## src/rtl/lp805x_synctrl_mc.sv

```systemverilog
`default_nettype none
// ============================================================================
// Module   : lp805x_synctrl_mc
// Purpose  : Multi-channel SFR transfer handshake controller for the lp805x
//            peripheral bus. Each channel runs a hold/accept/put handshake
//            with its peripheral. The CPU side gets one registered data-valid
//            flag and the index of the channel that produced it.
// Options  : LP805X_SYNCTRL_TIMEOUT_EN - when defined, adds a per-channel
//            hold-timeout counter and sticky to_flag bits.
// Ports    : clk        system clock, posedge
//            rst        asynchronous reset, active-high
//            read       CPU SFR read strobe
//            sel        one-hot channel select (lowest set bit wins)
//            sfr_prrdy  per-channel peripheral data ready
//            sfr_pwrdy  per-channel peripheral accept ready
//            sfr_pget   per-channel data-held flag
//            sfr_pput   per-channel consume strobe (1-cycle pulse)
//            sfr_get    CPU fetch request
//            sfr_out    CPU data valid (registered)
//            sfr_ch     index of channel driving sfr_out
//            busy       any channel active or consume pulse pending
//            to_flag    sticky hold-timeout flags
// Revision : 1.0 - initial release
// ============================================================================
module lp805x_synctrl_mc #(
  parameter int N_CH   = 4,
  parameter int CNT_W  = 8,
  parameter int TO_CYC = 200,
  localparam int CH_W  = (N_CH > 1) ? $clog2(N_CH) : 1
) (
  input  logic            clk,
  input  logic            rst,
  input  logic            read,
  input  logic [N_CH-1:0] sel,
  input  logic [N_CH-1:0] sfr_prrdy,
  input  logic [N_CH-1:0] sfr_pwrdy,
  output logic [N_CH-1:0] sfr_pget,
  output logic [N_CH-1:0] sfr_pput,
  input  logic            sfr_get,
  output logic            sfr_out,
  output logic [CH_W-1:0] sfr_ch,
  output logic            busy,
  output logic [N_CH-1:0] to_flag
);

  typedef enum logic [1:0] {
    ST_IDLE = 2'd0,
    ST_HELD = 2'd1,
    ST_ACK  = 2'd2
  } state_t;

  state_t          state_q [N_CH];
  state_t          state_d [N_CH];
  logic [N_CH-1:0] pput_q;
  logic [N_CH-1:0] sync_q;
  logic [N_CH-1:0] sync_d;
  logic            sfr_out_q;
  logic            sfr_out_d;
  logic [CH_W-1:0] ch_q;
  logic [CH_W-1:0] ch_d;

  logic [N_CH-1:0] gsel;
  logic [N_CH-1:0] acc;
  logic [N_CH-1:0] done;
  logic [N_CH-1:0] expire;
  logic [CH_W-1:0] gidx;
  logic            hit;
  logic            any_act;

  // Isolate the lowest set bit of sel so a malformed select can never
  // accept on more than one channel in the same cycle.
  assign gsel = sel & (~sel + N_CH'(1));
  assign acc  = {N_CH{read}} & gsel & sfr_pwrdy;
  assign hit  = |(sync_q & gsel);

  always_comb begin
    gidx = '0;
    for (int i = 0; i < N_CH; i++) begin
      if (gsel[i]) gidx = CH_W'(i);
    end
  end

`ifdef LP805X_SYNCTRL_TIMEOUT_EN
  localparam logic [CNT_W-1:0] TO_LAST = CNT_W'(TO_CYC - 1);

  logic [CNT_W-1:0] cnt_q [N_CH];
  logic [CNT_W-1:0] cnt_d [N_CH];
  logic [N_CH-1:0]  flag_q;
  logic [N_CH-1:0]  flag_d;

  // A pending accept or a fresh prrdy on the last count wins over timeout.
  always_comb begin
    expire = '0;
    flag_d = flag_q;
    for (int i = 0; i < N_CH; i++) begin
      cnt_d[i]  = cnt_q[i];
      expire[i] = (state_q[i] == ST_HELD) && (cnt_q[i] == TO_LAST) &&
                  !acc[i] && !sfr_prrdy[i];
      if (sfr_prrdy[i]) begin
        cnt_d[i] = '0;
      end else if ((state_q[i] == ST_HELD) && (cnt_q[i] != '1)) begin
        cnt_d[i] = cnt_q[i] + CNT_W'(1);
      end
      if (state_q[i] == ST_ACK) begin
        flag_d[i] = 1'b0;
      end else if (expire[i]) begin
        flag_d[i] = 1'b1;
      end
    end
  end

  always_ff @(posedge clk or posedge rst) begin
    if (rst) begin
      for (int i = 0; i < N_CH; i++) cnt_q[i] <= '0;
      flag_q <= '0;
    end else begin
      for (int i = 0; i < N_CH; i++) cnt_q[i] <= cnt_d[i];
      flag_q <= flag_d;
    end
  end

  assign to_flag = flag_q;
`else
  assign expire  = '0;
  assign to_flag = '0;

  // TO_CYC and CNT_W only size the timeout counters, absent in this build.
  generate
    if ((TO_CYC < 1) || (TO_CYC > (2**CNT_W) - 1)) begin : g_to_cyc_unused
    end
  endgenerate
`endif

  // Next-state: prrdy restarts a transfer from any state, then accept,
  // then ACK retirement, then timeout.
  always_comb begin
    done   = '0;
    sync_d = sync_q;
    for (int i = 0; i < N_CH; i++) begin
      state_d[i] = state_q[i];
      if (sfr_prrdy[i]) begin
        state_d[i] = ST_HELD;
      end else if ((state_q[i] == ST_HELD) && acc[i]) begin
        state_d[i] = ST_ACK;
      end else if (state_q[i] == ST_ACK) begin
        state_d[i] = ST_IDLE;
      end else if (expire[i]) begin
        state_d[i] = ST_IDLE;
      end
      // An ACK cancelled by a new prrdy produces neither pput nor sync.
      done[i] = (state_q[i] == ST_ACK) && !sfr_prrdy[i];
      if (done[i]) begin
        sync_d[i] = 1'b1;
      end else if (sfr_prrdy[i]) begin
        sync_d[i] = 1'b0;
      end
    end
    sfr_out_d = sfr_get & hit;
    ch_d      = sfr_out_d ? gidx : ch_q;
  end

  always_ff @(posedge clk or posedge rst) begin
    if (rst) begin
      for (int i = 0; i < N_CH; i++) state_q[i] <= ST_IDLE;
      pput_q    <= '0;
      sync_q    <= '0;
      sfr_out_q <= 1'b0;
      ch_q      <= '0;
    end else begin
      for (int i = 0; i < N_CH; i++) state_q[i] <= state_d[i];
      pput_q    <= done;
      sync_q    <= sync_d;
      sfr_out_q <= sfr_out_d;
      ch_q      <= ch_d;
    end
  end

  always_comb begin
    sfr_pget = '0;
    any_act  = 1'b0;
    for (int i = 0; i < N_CH; i++) begin
      sfr_pget[i] = (state_q[i] == ST_HELD);
      if (state_q[i] != ST_IDLE) any_act = 1'b1;
    end
  end

  assign sfr_pput = pput_q;
  assign sfr_out  = sfr_out_q;
  assign sfr_ch   = ch_q;
  assign busy     = any_act | (|pput_q);

endmodule
`default_nettype wire

```

## config.mk

```make
export PLATFORM = sky130hd
export DESIGN_NAME = lp805x_synctrl_mc
export DESIGN_NICKNAME = d
export VERILOG_FILES = /design/src/rtl/lp805x_synctrl_mc.sv
export SDC_FILE = /design/constraint.sdc
export NUM_CORES = 1
export LEC_CHECK = 0
export CAP_MARGIN = 20
export CELL_PAD_IN_SITES_DETAIL_PLACEMENT = 1
export CELL_PAD_IN_SITES_GLOBAL_PLACEMENT = 2
export CORE_AREA = 2 2 67 56
export DETAILED_ROUTE_END_ITERATION = 6
export DIE_AREA = 0 0 69 58
export PLACE_DENSITY = 0.89
export SLEW_MARGIN = 20
export SYNTH_ARGS = -nofsm -noshare
export SYNTH_HDL_FRONTEND = slang
export SYNTH_SLANG_ARGS = --single-unit
```

## constraint.sdc

```tcl
create_clock -name clk -period 3.1 [get_ports clk]
set_clock_uncertainty 0.05 [all_clocks]
set_input_delay 0.93 -clock clk [delete_from_list [all_inputs] [get_ports clk]]
set_output_delay 0.93 -clock clk [all_outputs]
set_load 0.02 [all_outputs]
```

After elaboration in Yosys (flattened, before gate mapping)
Cells that the tools add are included.
- bits in registers: 19
- latch bits: 0
- bits in writable memories: 0
- bits in read-only memories: 0
- bits of input ports: 16
- logic and storage cells: 80
- memories: 0
- add/subtract/negate cells: 1
- multipliers: 0
- div/mod/pow operators: 0
- magnitude comparators: 0
- equality and inequality tests: 8
- shift-type cells: 0
- muxes and demuxes: 27
- bitwise gates (word level): 7
- reductions and logical operators: 26
- operator list (operator ; count):
    $mux 2 ; 14
    $and 4x4->4 ; 4
    $reduce_bool 2->1 ; 8
    $mux 1 ; 13
    $reduce_bool 3->1 ; 4
    $eq 2x1->1 const B ; 4
    $eq 2x2->1 const B ; 4
    $logic_and 1x1->1 ; 8
    $reduce_or 4->1 ; 2
    $add 4x1->4 const B ; 1
    $logic_not 1->1 ; 4
    $not 4->4 ; 1
    $and 1x1->1 ; 1
    $or 1x1->1 ; 1

Logic depth before layout (Yosys ltp)
Gate-level depths: netlist of the first run.
- depth after elaboration: 8
- depth in mapped cells: 4
- gate-level depth less buffers: 4

Worst setup path before layout of the first run
Ideal clock, no wire load.
- kind: flip-flop to output port
- start point: register pput_q[1] (netlist: sfr_pput[1])
- end point: output busy
- data arrival time: 924 ps
- setup slack: 1196 ps
- cell stages (with the launch flop): 3
- buffers on the path: 0
- cells stage by stage: dfrtp_1 -> nor4_1 -> nand3_1
- longest elaborated chain between the ends: 2
- ends and longest elaborated chain (element ; line ; text):
    start, declared ; 54 ; logic [N_CH-1:0] pput_q;
    start signal, assigned ; 171 ; pput_q <= done;
    $reduce_or 4->1 ; 190 ; assign busy = any_act | (|pput_q);
    $or 1x1->1 ; 190 ;
    end, declared ; 42 ; output logic busy,
Every way passes these cells.

Worst setup path after layout of the first run
- start point: register state_q[6] (netlist bit)
- end point: output busy
- longest elaborated chain between the ends: 6
- ends and longest elaborated chain (element ; line ; text):
    start, declared ; 52 ; state_t state_q [N_CH];
    $reduce_bool 2->1 ; 183 ; if (state_q[i] != ST_IDLE) any_act = 1'b1;
    $mux 1 (4 in series) ; 183 ;
    $or 1x1->1 ; 190 ;
Every way passes these cells.

==> results of run 1 <==
cell families (layout without fill, tap and decap cells):
| kind of cell | count (synthesis) | count (layout) | share of synthesized area (%) |
|---|---|---|---|
| muxes | 1 | 1 | 1.161 |
| AOI/OAI and AO/OA | 18 | 18 | 13.35 |
| other | 1 | 4 | 0.4350 |
| DFF | 19 | 19 | 55.15 |
| buffers and inverters | 11 | 38 | 6.532 |
| and+or+nand+nor | 31 | 31 | 23.37 |
power by group:
group          total [W]  switching [W]  internal [W]  leakage (nW)
clock           0.000174      0.0000827     0.0000915        0.0228
sequential      0.000263     0.00000717      0.000256         0.242
combinational  0.0000834      0.0000424     0.0000410         0.252
worst max-delay path, stage by stage (launching register included):
cell	delay, ps
dfrtp_1	420
nor4_1	300
nand3_1	130
clkdlybuf4s50_1	550
worst paths after layout:
check	end	startpoint	cells after the start	slack, ps
min reg2reg	sync_q[2]	sync_q[2]	1	450
max	busy	state_q[6]	3	460
min	sync_q[2]	sync_q[2]	1	450
min in group asynchronous	sfr_out	rst	2	1050
max reg2reg	sfr_ch[1]	sync_q[1]	4	1860
max in group asynchronous	state_q[1]	rst	2	1500
per-layer routing:
metal	wire length, µm	vias up	global-route usage (%)
met2	1009	22	20.05
met5	0	-	0
met3	123	5	3.652
met4	29	0	4.202
met1	1036	363	15.27
li1	-	336	-
cell usage after synthesis, drive strengths merged (2+ instances only):
| library cell | count |
|---|---|
| nor3b | 6 |
| a31oi | 3 |
| a211oi | 2 |
| dfrtp | 19 |
| a21oi | 2 |
| nand3 | 4 |
| a21o | 3 |
| nor4 | 3 |
| o21ai | 5 |
| nor2b | 5 |
| buf | 4 |
| nand2 | 4 |
| nor2 | 2 |
| inv | 7 |
registers in the layout, summed over array words and instances (netlist names):
name / cells
state_q: 8
sfr_pput: 4
sync_q: 4
sfr_ch: 2
sfr_out: 1
final cells by class:
class                      count  area, µm²
clock buffer                   4      45.04
fill                         385       2117
inverter                       7      26.28
multi-input combinational     54      341.6
sequential                    19      475.5
tap                           42      52.55
timing repair buffer          27      270.3
through the flow:
step	util, %	instances	setup slack, ps
floorplan	-	84	1196
global placement	35.04	149	653.8
detailed placement	35.04	149	577.7
CTS	36.39	153	424.5
global route	36.39	153	357.2
finish	36.39	153	458.0
placed cells by master (no fill, tap or decap), types with 2 or more instances in the layout:
cell,Yosys,final
clkbuf_8,0,3
nor2_1,2,2
nor4_1,3,3
nor3b_1,6,6
a21oi_1,2,2
a211oi_1,2,2
conb_1,1,4
nand2_1,4,4
o21ai_0,4,4
dfrtp_1,19,19
a31oi_1,3,3
clkdlybuf4s50_1,0,27
nand3_1,4,4
a21o_1,3,3
nor2b_1,5,5
inv_1,7,7
==> impl_metrics.py, run 1 <==
metrics = {
    "global_route": {
        "first_global_vias": 763,
        "track_usage_pct": 12.11,
        "gr-total-overflow": 0,
        "grt_max_degree": 20,
        "antenna_found_initial": 0,
        "grt_pass1_wl_mm": 3.726,
    },
    "synth": {
        "synth_top_area_cell": "dfrtp_1",
        "synth_seq_area_share_pct": 55.15,
        "syn_area_um2": 862.1,
        "yosys_register_bits": 19,
        "async_reset_ff_share_pct": 100.0,
        "synth_ff_type": "dfrtp_1",
        "synth_warnings": 0,
        "syn_avg_cell_area_um2": 10.64,
        "synth_edf_count": 0,
        "netlist.area_leader.share_pct": 55.15,
        "synth.distinct_cells": 27,
        "synthTopCellsByArea": "dfrtp_1, nor3b_1, nor2b_1",
        "netlist_instances": 81,
    },
    "die": {
        "row_count": 19,
        "ios": 32,
        "die_w_um": 69,
        "start_util_pct": 25.90,
        "die_y_um": 58,
        "die_area_um2": 4002,
        "coreArea_um2": 3328,
    },
    "finish": {
        "nets": 128,
        "area_growth_pct": 40.49,
        "postLayoutCellArea_um2": 1211,
        "n_antenna_cell": 0,
        "drive_gt1_share_pct": 5.405,
    },
    "placement": {
        "place_area_um2": 1166,
        "dp_hpwl_mm": 1.737,
        "gp_congestion": 0.7988,
        "portBuffers": 27,
    },
    "clock_tree": {
        "postCtsSetupBuffers": 0,
        "ctsResizeCount": 0,
        "clkLatencyLatePin_ps": 260,
        "clock_path_buffers": 2,
        "numCtsBuffers": 3,
        "cts.clk_slew.worst_paths_ps": 70,
        "cts_max_level": 1,
        "cts_tree": "done",
        "ctsHoldBuffers": 0,
        "cts_sinks": 19,
        "cts-root-buf": "clkbuf_8",
    },
    "sta": {
        "drv_slew": 0,
        "period_share_pct": 85.23,
        "fmax_ghz": 0.3785,
        "setup_violations": 0,
        "rsz0062_at_grt": "no",
        "slew_headroom_pct": 51.81,
        "worst_pin_slew_ps": 722.0,
        "period_needed_ps": 2642,
        "whs_ps": 445.7,
        "hold_viol_final": 0,
        "tns_ps": 0,
    },
    "outcome": {
        "status": "completed",
    },
    "worst_hold_path": {
        "worst_hold_path_type": "reg2reg",
    },
    "power_and_ir_drop": {
        "powerDensity_nw_per_um2": 429.8,
        "p_leak_nw": 0.5173,
        "vdd_drop_max_v": 0.0001699,
        "power_w": 0.0005205,
    },
    "critical_path": {
        "worstPathRequired_ps": 2120,
        "cp_max_fo": 5,
        "arrival_ps": 1660,
        "critPathLaunchType": "register",
        "criticalPathCategory": "reg2out",
        "cp-end-kind": "output port",
    },
    "flow_run": {
        "cap_viol_max_count": 0,
    },
    "routing": {
        "wl_per_cell_um": 14.37,
        "wl_mm": 2.199,
        "drtIter0Drc": 6,
        "drt_first_pass_iters": 3,
        "drtAntennaViolNets": 0,
        "via_per_inst": 4.745,
        "drcViolationCount": 0,
        "num_vias": 726,
    },
}
Note: power is estimated with default switching activity, not from simulation.
==> run 2: changes to the inputs <==
--- a/config.mk
+++ b/config.mk
@@ -5,13 +5,14 @@
 export SDC_FILE = /design/constraint.sdc
 export NUM_CORES = 1
 export LEC_CHECK = 0
+export ABC_AREA = 1
 export CAP_MARGIN = 20
 export CELL_PAD_IN_SITES_DETAIL_PLACEMENT = 1
 export CELL_PAD_IN_SITES_GLOBAL_PLACEMENT = 2
-export CORE_AREA = 2 2 67 56
+export CORE_AREA = 2 2 69 58
 export DETAILED_ROUTE_END_ITERATION = 6
-export DIE_AREA = 0 0 69 58
-export PLACE_DENSITY = 0.89
+export DIE_AREA = 0 0 71 60
+export PLACE_DENSITY = 0.9
 export SLEW_MARGIN = 20
 export SYNTH_ARGS = -nofsm -noshare
 export SYNTH_HDL_FRONTEND = slang
==> run 2 against run 1 <==
Sequential cell count unchanged. Wire length rose by 7.2%. Core utilization fell by 2.8 points. Via count up 6.9%. Total power down 3.1%. Critical path type unchanged.
==> impl_metrics.py, run 2 <==
metrics = {
    "outcome": {
        "status": "completed",
    },
    "die": {
        "ios": 32,
        "row_count": 20,
        "start_util_pct": 23.93,
        "coreArea_um2": 3628,
        "die_y_um": 60,
        "die_w_um": 71,
        "die_area_um2": 4260,
    },
    "critical_path": {
        "critPathLaunchType": "register",
        "r2r_end": "state_q[0]",
        "critPathBufInv": 1,
        "arrival_ps": 1640,
        "crit_family": "buffers and inverters",
        "crit_slowest_cell": "clkdlybuf4s50_1",
        "r2r_setup_slack_ps": 1920,
        "slowest_delay_ps": 550,
        "cp_max_fo": 5,
        "crit_path_cell_trace": "nor4_1, nand3_1, clkdlybuf4s50_1",
        "cp-end-kind": "output port",
        "criticalPathCategory": "reg2out",
        "rr_startpoint": "state_q[1]",
        "r2r_cells": 7,
        "worstPathRequired_ps": 2120,
    },
    "routing": {
        "drtIter0Drc": 23,
        "num_vias": 776,
        "drtAntennaViolNets": 0,
        "drcViolationCount": 0,
        "wl_per_cell_um": 13.09,
        "drt_first_pass_iters": 4,
        "via_per_inst": 4.311,
        "wl_mm": 2.357,
    },
    "global_route": {
        "gr-total-overflow": 0,
        "grt_pass1_wl_mm": 4.084,
        "antenna_found_initial": 0,
        "first_global_vias": 854,
        "grt_max_degree": 20,
        "track_usage_pct": 12.18,
    },
    "synth": {
        "syn_avg_cell_area_um2": 8.192,
        "netlist_instances": 106,
        "synthTopCellsByArea": "dfrtp_1, nand2_1, inv_1",
        "synth.distinct_cells": 16,
        "syn_area_um2": 868.3,
        "synth_top_family_by_area": "simple AND/OR/NAND/NOR gates",
        "synth_compound_area_share_pct": 7.061,
        "synth_fa_ha_area_share_pct": 0,
        "synth_xor_xnor_area_share_pct": 0,
        "synth_ff_type": "dfrtp_1",
        "synth_edf_count": 0,
        "synth_top_area_cell": "dfrtp_1",
        "netlist.area_leader.share_pct": 54.76,
        "synth_warnings": 0,
        "synthSimpleGateAreaFrac_pct": 26.51,
        "async_reset_ff_share_pct": 100.0,
        "synth_common_cells": "nand2_1, dfrtp_1, inv_1",
        "synth_seq_area_share_pct": 54.76,
        "yosys_register_bits": 19,
        "synth.area.mux_share_pct": 0,
        "synth_most_common_cell": "nand2_1",
    },
    "clock_tree": {
        "ctsResizeCount": 0,
        "clock_path_buffers": 2,
        "postCtsSetupBuffers": 0,
        "ctsHoldBuffers": 0,
        "clkLatencyLatePin_ps": 250,
        "cts-root-buf": "clkbuf_8",
        "cts.clk_slew.worst_paths_ps": 70,
        "cts_sinks": 19,
        "numCtsBuffers": 3,
        "cts_max_level": 1,
        "cts_tree": "done",
    },
    "sta": {
        "hold_viol_final": 0,
        "slew_headroom_pct": 50.35,
        "period_share_pct": 84.47,
        "rsz0062_at_grt": "no",
        "tns_ps": 0,
        "setup_violations": 0,
        "worst_pin_slew_ps": 743.9,
        "drv_slew": 0,
        "period_needed_ps": 2618,
        "fmax_ghz": 0.3819,
    },
    "placement": {
        "dp_hpwl_mm": 1.940,
        "gp_congestion": 0.7363,
        "portBuffers": 27,
        "dpl.cell_count": 176,
    },
    "finish": {
        "top_register": "state_q",
        "nets": 153,
        "final_core_util_pct": 33.62,
        "drive_gt1_share_pct": 4.412,
        "largest_reg_flops": 8,
        "final_common_cell": "clkdlybuf4s50_1",
        "final_cell_mix": "clkdlybuf4s50_1, nand2_1, dfrtp_1, inv_1, nor2_1",
        "fill_cells": 431,
        "n_antenna_cell": 0,
        "multiInputGateArea_um2": 306.5,
        "area_growth_pct": 40.49,
        "instances_no_fill": 180,
        "seqCellArea_um2": 475.5,
    },
    "worst_hold_path": {
        "worst_hold_path_type": "reg2reg",
        "holdPathStages": 2,
        "hold_end": "sfr_ch[0]",
        "min_from": "sfr_ch[0]",
    },
    "power_and_ir_drop": {
        "vdd_drop_max_v": 0.0001292,
        "p_leak_nw": 0.5915,
        "powerDensity_nw_per_um2": 413.3,
    },
    "flow_run": {
        "cap_viol_max_count": 0,
    },
}
-- run 2: changes by cell type in the layout (fill, tap and decap cells not counted), moves of 2 or more --
cell,change
nand3_1,+5
a31oi_1,-3
inv_1,+11
nor2b_1,-5
o21ai_0,+2
nand2_1,+22
nor2_1,+8
a21o_1,-3
nor3b_1,-6
-- run 2: stage by stage --
stage	hold WS (ps)	total power [W]	instance area, µm²	worst slack [ps]
after detailed placement	426.3	0.0003392	1175	740.0
after floorplan	403.4	0.0002988	879.6	1189
after global placement	407.2	0.0003369	1175	776.6
after global routing	469.2	0.0005333	1220	368.9
final	438.9	0.0005042	1220	481.6
after CTS	442.1	0.0005124	1220	457.5
-- run 2: worst max path at each step --
stage / cells after the start / startpoint / endpoint / slack (ps)
after floorplan: 2 / sfr_pput[1] / busy / 1190
after global placement: 3 / sfr_pput[1] / busy / 780
after detailed placement: 3 / state_q[7] / busy / 740
after CTS: 3 / state_q[7] / busy / 460
after global routing: 3 / state_q[0] / busy / 370
final: 3 / state_q[7] / busy / 480
-- run 2: area by class of cell --
type / count / area share (%)
Multi-Input combinational cell: 68 / 25.13
Clock buffer: 4 / 3.692
Tap cell: 44 / 4.513
Inverter: 18 / 5.538
Timing Repair Buffer: 27 / 22.15
Sequential cell: 19 / 38.97
-- run 2: metal layers --
| layer | vias up | GRT usage, % | share of wire [%] |
|---|---|---|---|
| li1 | 382 | - | - |
| met5 | - | 0 | 0 |
| met4 | 0 | 3.504 | 1.4 |
| met3 | 4 | 2.867 | 4.8 |
| met2 | 21 | 20.16 | 48 |
| met1 | 369 | 16.09 | 46 |
-- run 2: worst min-delay path: stages (launching register included) --
cell	delay [ps]
dfrtp_1	350
nand2_1	60
nand2_1	50
-- run 2: kinds of logic after synthesis --
group / Yosys count
AO/OA/AOI/OAI: 11
AND/OR/NAND/NOR: 53
flip-flops: 19
buffers and inverters: 22
other: 1
-- run 2: report_power, final --
part	internal (W)	switching, W	total (W)
Sequential	0.000254	0.00000541	0.000260
Clock	0.0000912	0.0000797	0.000171
Combinational	0.0000339	0.0000398	0.0000737
==> run 3: changes to the inputs <==
--- a/config.mk
+++ b/config.mk
@@ -9,10 +9,10 @@
 export CAP_MARGIN = 20
 export CELL_PAD_IN_SITES_DETAIL_PLACEMENT = 1
 export CELL_PAD_IN_SITES_GLOBAL_PLACEMENT = 2
-export CORE_AREA = 2 2 69 58
+export CORE_AREA = 2 2 75 63
 export DETAILED_ROUTE_END_ITERATION = 6
-export DIE_AREA = 0 0 71 60
-export PLACE_DENSITY = 0.9
+export DIE_AREA = 0 0 77 65
+export PLACE_DENSITY = 0.82
 export SLEW_MARGIN = 20
 export SYNTH_ARGS = -nofsm -noshare
 export SYNTH_HDL_FRONTEND = slang
==> constraint.sdc (replaced) <==
create_clock -name clk -period 2.4 [get_ports clk]
set_clock_uncertainty 0.05 [all_clocks]
set_input_delay 0.72 -clock clk [delete_from_list [all_inputs] [get_ports clk]]
set_output_delay 0.72 -clock clk [all_outputs]
set_load 0.02 [all_outputs]
==> run 3 against run 2 <==
Sequential power rose by 29%. Non-clock buffer count rose by 1. Worst hold slack better by 4.3 ps. First-iteration DRC count decreased by 39%. Critical path depth unchanged. Count of clock-buffer cells in the layout shrank 1. Largest cell class unchanged. Cell count grew 9.4%. Critical endpoint is now sfr_pget[1].
==> impl_metrics.py, run 3 (synthesis results as in run 2) <==
metrics = {
    "power_and_ir_drop": {
        "switching_share_pct": 25.66,
        "power_switching_w": 0.0001687,
        "pwr-share-comb_pct": 14.8,
        "power_w": 0.0006571,
        "seqPwrFrac_pct": 51.0,
        "p_int_w": 0.0004885,
        "powerDensity_nw_per_um2": 526.8,
        "vdd_drop_max_v": 0.0002079,
        "clkPwrFrac_pct": 34.2,
        "p_leak_nw": 0.5968,
    },
    "critical_path": {
        "cp-end-kind": "output port",
        "crit_path_cell_trace": "inv_1, nor2_1, clkdlybuf4s50_1",
        "criticalPathCategory": "reg2out",
        "cp_max_fo": 4,
        "critPathLaunchType": "register",
        "crit_slowest_cell": "clkdlybuf4s50_1",
        "worstPathRequired_ps": 1630,
        "arrival_ps": 1510,
        "slowest_delay_ps": 630,
    },
    "flow_run": {
        "cap_viol_max_count": 0,
    },
    "routing": {
        "drt_first_pass_iters": 5,
        "drtIter0Drc": 14,
        "via_per_inst": 4.041,
        "wl_per_cell_um": 12.54,
        "drtAntennaViolNets": 0,
        "wl_mm": 2.470,
        "drcViolationCount": 0,
        "num_vias": 796,
    },
    "finish": {
        "largest_reg_flops": 8,
        "nets": 154,
        "top_register": "state_q",
        "area_growth_pct": 43.66,
        "n_antenna_cell": 0,
        "drive_gt1_share_pct": 5.839,
        "final_cell_mix": "nand2_1, clkdlybuf4s50_1, dfrtp_1, inv_1, nor2_1",
    },
    "die": {
        "start_util_pct": 19.97,
        "die_y_um": 65,
        "ios": 32,
        "coreArea_um2": 4349,
        "row_count": 22,
        "die_area_um2": 5005,
        "die_w_um": 77,
    },
    "clock_tree": {
        "cts.clk_slew.worst_paths_ps": 70,
        "clkLatencyLatePin_ps": 260,
        "cts_sinks": 19,
        "cts_max_level": 1,
        "ctsResizeCount": 1,
        "ctsHoldBuffers": 0,
        "clock_path_buffers": 2,
        "postCtsSetupBuffers": 0,
        "numCtsBuffers": 3,
        "cts_tree": "done",
        "cts-root-buf": "clkbuf_8",
    },
    "sta": {
        "drv_slew": 0,
        "fmax_ghz": 0.4385,
        "period_share_pct": 95.02,
        "period_needed_ps": 2280,
        "rsz0062_at_grt": "no",
        "tns_ps": 0,
        "setup_violations": 0,
        "hold_viol_final": 0,
    },
    "global_route": {
        "antenna_found_initial": 0,
        "grt_pass1_wl_mm": 3.850,
        "gr-total-overflow": 0,
        "track_usage_pct": 10.10,
        "first_global_vias": 806,
        "grt_max_degree": 20,
    },
    "placement": {
        "dp_hpwl_mm": 2.026,
        "gp_congestion": 0.7992,
        "portBuffers": 27,
    },
    "worst_hold_path": {
        "worst_hold_path_type": "reg2reg",
    },
    "outcome": {
        "status": "completed",
    },
}
## run 3: critical path: cells and delay by family (launching register included)
family,cells,cell delay (ps)
and+or+nand+nor,1,140
buffers and inverters,2,720
DFF,1,410
## run 3: path summary, 6_finish.rpt
| check | slack [ps] | end | depth (start not counted) | from |
|---|---|---|---|---|
| max | 120 | sfr_pget[1] | 3 | state_q[4] |
| min | 440 | sfr_ch[1] | 2 | sfr_ch[1] |
| max reg2reg | 1240 | state_q[0] | 7 | state_q[1] |
| min reg2reg | 440 | sfr_ch[1] | 2 | sfr_ch[1] |
| max in group asynchronous | 1340 | state_q[4] | 3 | rst |
| min in group asynchronous | 750 | sfr_pput[3] | 3 | rst |
## run 3: power groups by stage
| stage | clock [W] | combinational, W | sequential, W |
|---|---|---|---|
| finish | 0.000225 | 0.0000971 | 0.000335 |
| global route | 0.000247 | 0.000106 | 0.000336 |
| CTS | 0.000235 | 0.0000991 | 0.000335 |
| detailed placement | 0 | 0.0000983 | 0.000342 |
| global placement | 0 | 0.0000956 | 0.000341 |
| floorplan | 0 | 0.0000412 | 0.000345 |
## run 3: per-stage QoR
step                worst slack [ps]  instance area [µm²]  utilization, %  hold WS [ps]  instances
finish                         119.5                 1247           28.68         443.3        197
global route                   55.20                 1247           28.68         486.8        197
CTS                            97.52                 1247           28.68         460.2        197
detailed placement             263.4                 1202           27.65         441.3        193
global placement               273.8                 1202           27.65         406.4        193
floorplan                      698.6                879.6               -         403.4        109
## run 3: cell type report
type                            count  area [µm²]
Multi-Input combinational cell     68       306.5
Clock buffer                        3       41.29
Timing Repair Buffer               28       276.5
Sequential cell                    19       475.5
Clock inverter                      1       5.005
Fill cell                         544        3102
Tap cell                           60       75.07
Inverter                           18       67.56
## run 3: metal layers
metal  part of all wire, %  wire (µm)  vias up  GRT usage (%)
li1                      -          -      384              -
met1                    43       1063      378          12.09
met2                    50       1229       28          18.09
met3                   6.5        160        6          2.646
met4                  0.61         15        0          2.679
met5                     0          0        -              0
==> RTL edit 1 (settings of run 3) <==
The option `LP805X_SYNCTRL_TIMEOUT_EN` is turned on by a define.
--- a/src/rtl/lp805x_synctrl_mc.sv
+++ b/src/rtl/lp805x_synctrl_mc.sv
@@ -22,6 +22,8 @@
 //            to_flag    sticky hold-timeout flags
 // Revision : 1.0 - initial release
 // ============================================================================
+`define LP805X_SYNCTRL_TIMEOUT_EN
+
 module lp805x_synctrl_mc #(
   parameter int N_CH   = 4,
   parameter int CNT_W  = 8,
Function: no difference found for any inputs over 10 cycles, from zero or initial values and one cycle with rst high; that may be too few to reach the edited logic, so the function may still have changed.
==> RTL edit 1 against run 3 <==
The flow now stops in 3_1_place_gp_skip_io; area after synthesis grew to 3.6 times the old value.
==> RTL edit 1: results (changes against run 3) <==
[run_status]
status = aborted with a tool error  ; was finished, final reports clean
haltStage = 3_1_place_gp_skip_io
first-error = [ERROR GPL-0301] Utilization 138.251 % exceeds 100%.

[synth]
synthesis.nets = 438
yosys-top-cells-count = nand2_1 (120), dfrtp_1 (55), inv_1 (52)  ; was nand2_1 (26), dfrtp_1 (19), inv_1 (18)
yosys_register_bits = 55  ; was 19
ys_async_sr_fraction_pct = 100.0  ; unchanged
ys.warnings.count = 0  ; unchanged
synth_cells = 418  ; was 106
synth_ff_type = dfrtp_1  ; unchanged
yosysSeqAreaShare_pct = 43.91  ; was 54.76%
synth_area_leaders = dfrtp_1 (44%), nand2_1 (14%), nand3_1 (6.5%)  ; was dfrtp_1 (55%), nand2_1 (11%), inv_1 (7.8%)
yosysUniqueCellTypes = 30  ; was 16

[floorplan]
rows = 22  ; unchanged

==> RTL edit 1: cell count changes after synthesis, sizes merged, moves of 4 or more <==
cell	before	now
buf	4	0
clkinv	0	5
dfrtp	19	55
ha	0	4
inv	18	57
nand2	26	128
nand3	9	41
nand4	2	22
nor2	11	63
nor3	0	12
o21ai	6	13
==> RTL edit 1: cells by family after synthesis <==
| logic type | synth area share (%) |
|---|---|
| buffers and inverters | 7.944 |
| AND/OR/NAND/NOR | 40.92 |
| flip-flops | 43.91 |
| XOR/XNOR | 0.2795 |
| adder cells (fa/ha/maj) | 1.597 |
| AO/OA/AOI/OAI | 5.349 |
==> RTL edit 2 (config.mk and constraints of run 3) <==
Made on the original files. Set the parameter `N_CH` to 8 (it was 4).
--- a/src/rtl/lp805x_synctrl_mc.sv
+++ b/src/rtl/lp805x_synctrl_mc.sv
@@ -23,7 +23,7 @@
 // Revision : 1.0 - initial release
 // ============================================================================
 module lp805x_synctrl_mc #(
-  parameter int N_CH   = 4,
+  parameter int N_CH   = 8,
   parameter int CNT_W  = 8,
   parameter int TO_CYC = 200,
   localparam int CH_W  = (N_CH > 1) ? $clog2(N_CH) : 1
Ports: changed (7 resized); port bits go from 32 to 57. No check against the original RTL was run, so the function may have changed too.
==> RTL edit 2 against run 3 <==
Highest routed layer unchanged; wire length rose by 93%; sequential cell count increased by 17; combinational power grew 66%; total power is 91% higher; cell area up 94%; sequential power grew 86%; sequential share of layout area fell by 0.90 points; maximum frequency fell by 1.4%; critical path type unchanged; non-clock buffer count up 25; via count is 100% higher; setup slack worse by 0.033 ns; area after synthesis is 100% higher.
==> RTL edit 2: results (changes against run 3) <==
[cts]
clock_latency_ns = 0.29  ; was 0.26 ns
clockBufferDepth = 2  ; unchanged
cts_buffers = 5  ; was 3
h-tree-depth = 2  ; was 1
cts.clk_slew.worst_paths_ns = 0.07  ; about the same
cts-root-buf = clkbuf_8  ; unchanged
postCtsSetupRepairBufs = 0  ; unchanged

[synth]
synth_ff_type = dfrtp_1  ; unchanged
ys_async_sr_fraction_pct = 100.0  ; unchanged
synth_cells = 216  ; was 106
yosysUniqueCellTypes = 25  ; was 16
yosys-top-cells-count = nand2_1 (51), dfrtp_1 (36), inv_1 (32)  ; was nand2_1 (26), dfrtp_1 (19), inv_1 (18)
ys.warnings.count = 0  ; unchanged
yosysSeqAreaShare_pct = 50.85  ; was 54.76%
synth_area_leaders = dfrtp_1 (51%), nand2_1 (11%), inv_1 (6.8%)  ; was dfrtp_1 (55%), nand2_1 (11%), inv_1 (7.8%)

[power]
ir_worst_vdd_mv = 0.2948  ; was 0.2079 mV
leakage_nw = 1.228  ; was 0.5968 nW

[cells_and_area]
nNetsFinal = 303  ; was 154
drive_gt1_share_pct = 12.00  ; was 5.839%
antennaDiodeCount = 0  ; unchanged
largest_reg_flops = 16  ; was 8
top_register = state_q  ; unchanged
num-fill-cells = 548  ; was 544

[global_routing]
grt_util_all_layers_pct = 21.03  ; was 10.10%
grt_pass1_vias = 1622  ; was 806
grt_pass1_wl_mm = 7.997  ; was 3.850 mm
grt_max_degree = 37  ; was 20
antenna_found_initial = 0  ; unchanged

[place]
placed_cells = 328  ; was 193
dp_slack_ns = 0.06000  ; was 0.2634 ns
io_buffers = 48  ; was 27
dp_hpwl_mm = 3.739  ; was 2.026 mm
gp_congestion = 0.8320  ; was 0.7992

[detailed_routing]
drt-initial-drc-count = 49  ; was 14
viasPerCell = 4.788  ; was 4.041
drt-pass1-iter-count = 4  ; was 5
drt.antenna.violating_nets = 0  ; unchanged
routed_wl_mm = 4.766  ; was 2.470 mm
routedWlPerCell_um = 14.23  ; was 12.54 um

[hold_path]
holdPathStages = 2  ; unchanged
hold_path_class = reg2reg  ; unchanged

[timing]
setup_viol = 0  ; unchanged

[setup_path]
path_max_fanout = 3  ; was 4
r2r_cells = 4  ; was 7
critical_path_arrival_ns = 1.54  ; was 1.51 ns

[run_status]
status = finished, final reports clean  ; unchanged

[floorplan]
start_util_pct = 40.74  ; was 19.97%

## RTL edit 2: changes by cell type after synthesis, moves of 6 or more
cell     change
nand4_1      +7
nand2_1     +25
nor2_1      +11
dfrtp_1     +17
inv_1       +14
a21oi_1      +6
## RTL edit 2: area by class of cell
cell class | count | area (um2) | area share, %
well taps | 60 | 75.07 | 3.101
flip-flops and latches | 36 | 900.9 | 37.21
clock buffers | 7 | 96.34 | 3.979
repair buffers | 53 | 509.2 | 21.03
inverters | 37 | 140.1 | 5.788
multi-input cells | 142 | 699.4 | 28.89
## RTL edit 2: layer usage
metal  up-vias  global-route usage, %  part of all wire [%]
met1       767                  28.16                    49
li1        785                      -                     -
met2        44                  33.99                    45
met3         8                  4.735                   4.3
met4         0                  7.143                   1.7
met5         -                      0                     0
## RTL edit 2: through the flow
step                      area, um2  hold WS, ns
after floorplan                1798       0.4031
after global placement         2331       0.4058
after detailed placement       2331       0.4182
after CTS                      2425       0.4373
after global routing           2421       0.4634
final                          2421       0.4278
## RTL edit 2: final timing paths
check	from	end	slack, ns
hold reg to reg	sfr_ch[2]$_DFFE_PP0P_	sfr_ch[2]$_DFFE_PP0P_	0.43
max in group asynchronous	rst	state_q[7]$_DFFE_PP0P_	1.18
setup reg to reg	state_q[1]$_DFFE_PP0P_	state_q[0]$_DFFE_PP0P_	1.18
min in group asynchronous	rst	state_q[14]$_DFFE_PP0P_	0.80
setup / recovery	state_q[4]$_DFFE_PP0P_	sfr_pget[5]	0.09
hold / removal	sfr_ch[2]$_DFFE_PP0P_	sfr_ch[2]$_DFFE_PP0P_	0.43
## RTL edit 2: worst max-delay path, cell delays in order (launching register included)
cell	delay (ns)
dfrtp_1	0.38
inv_1	0.09
nor2_1	0.15
clkdlybuf4s50_1	0.63
## RTL edit 2: repair_timing
action	CTS	global route
hold endpoints to repair	0	0
setup endpoints to repair	4	1
hold buffers	0	0
resized for setup	6	2
## RTL edit 2: cells by family (layout without fill, tap and decap cells)
group	Yosys count	after routing	synth area share, %
other cells	1	8	0.2117
buf+inv	45	97	11.30
simple gates	114	114	31.57
flops	36	36	50.85
compound gates	20	20	6.074
## RTL edit 2: where the power goes
group	switching (mW)	internal [mW]
registers	0.00666	0.616
logic	0.0901	0.0705
clock network	0.215	0.256
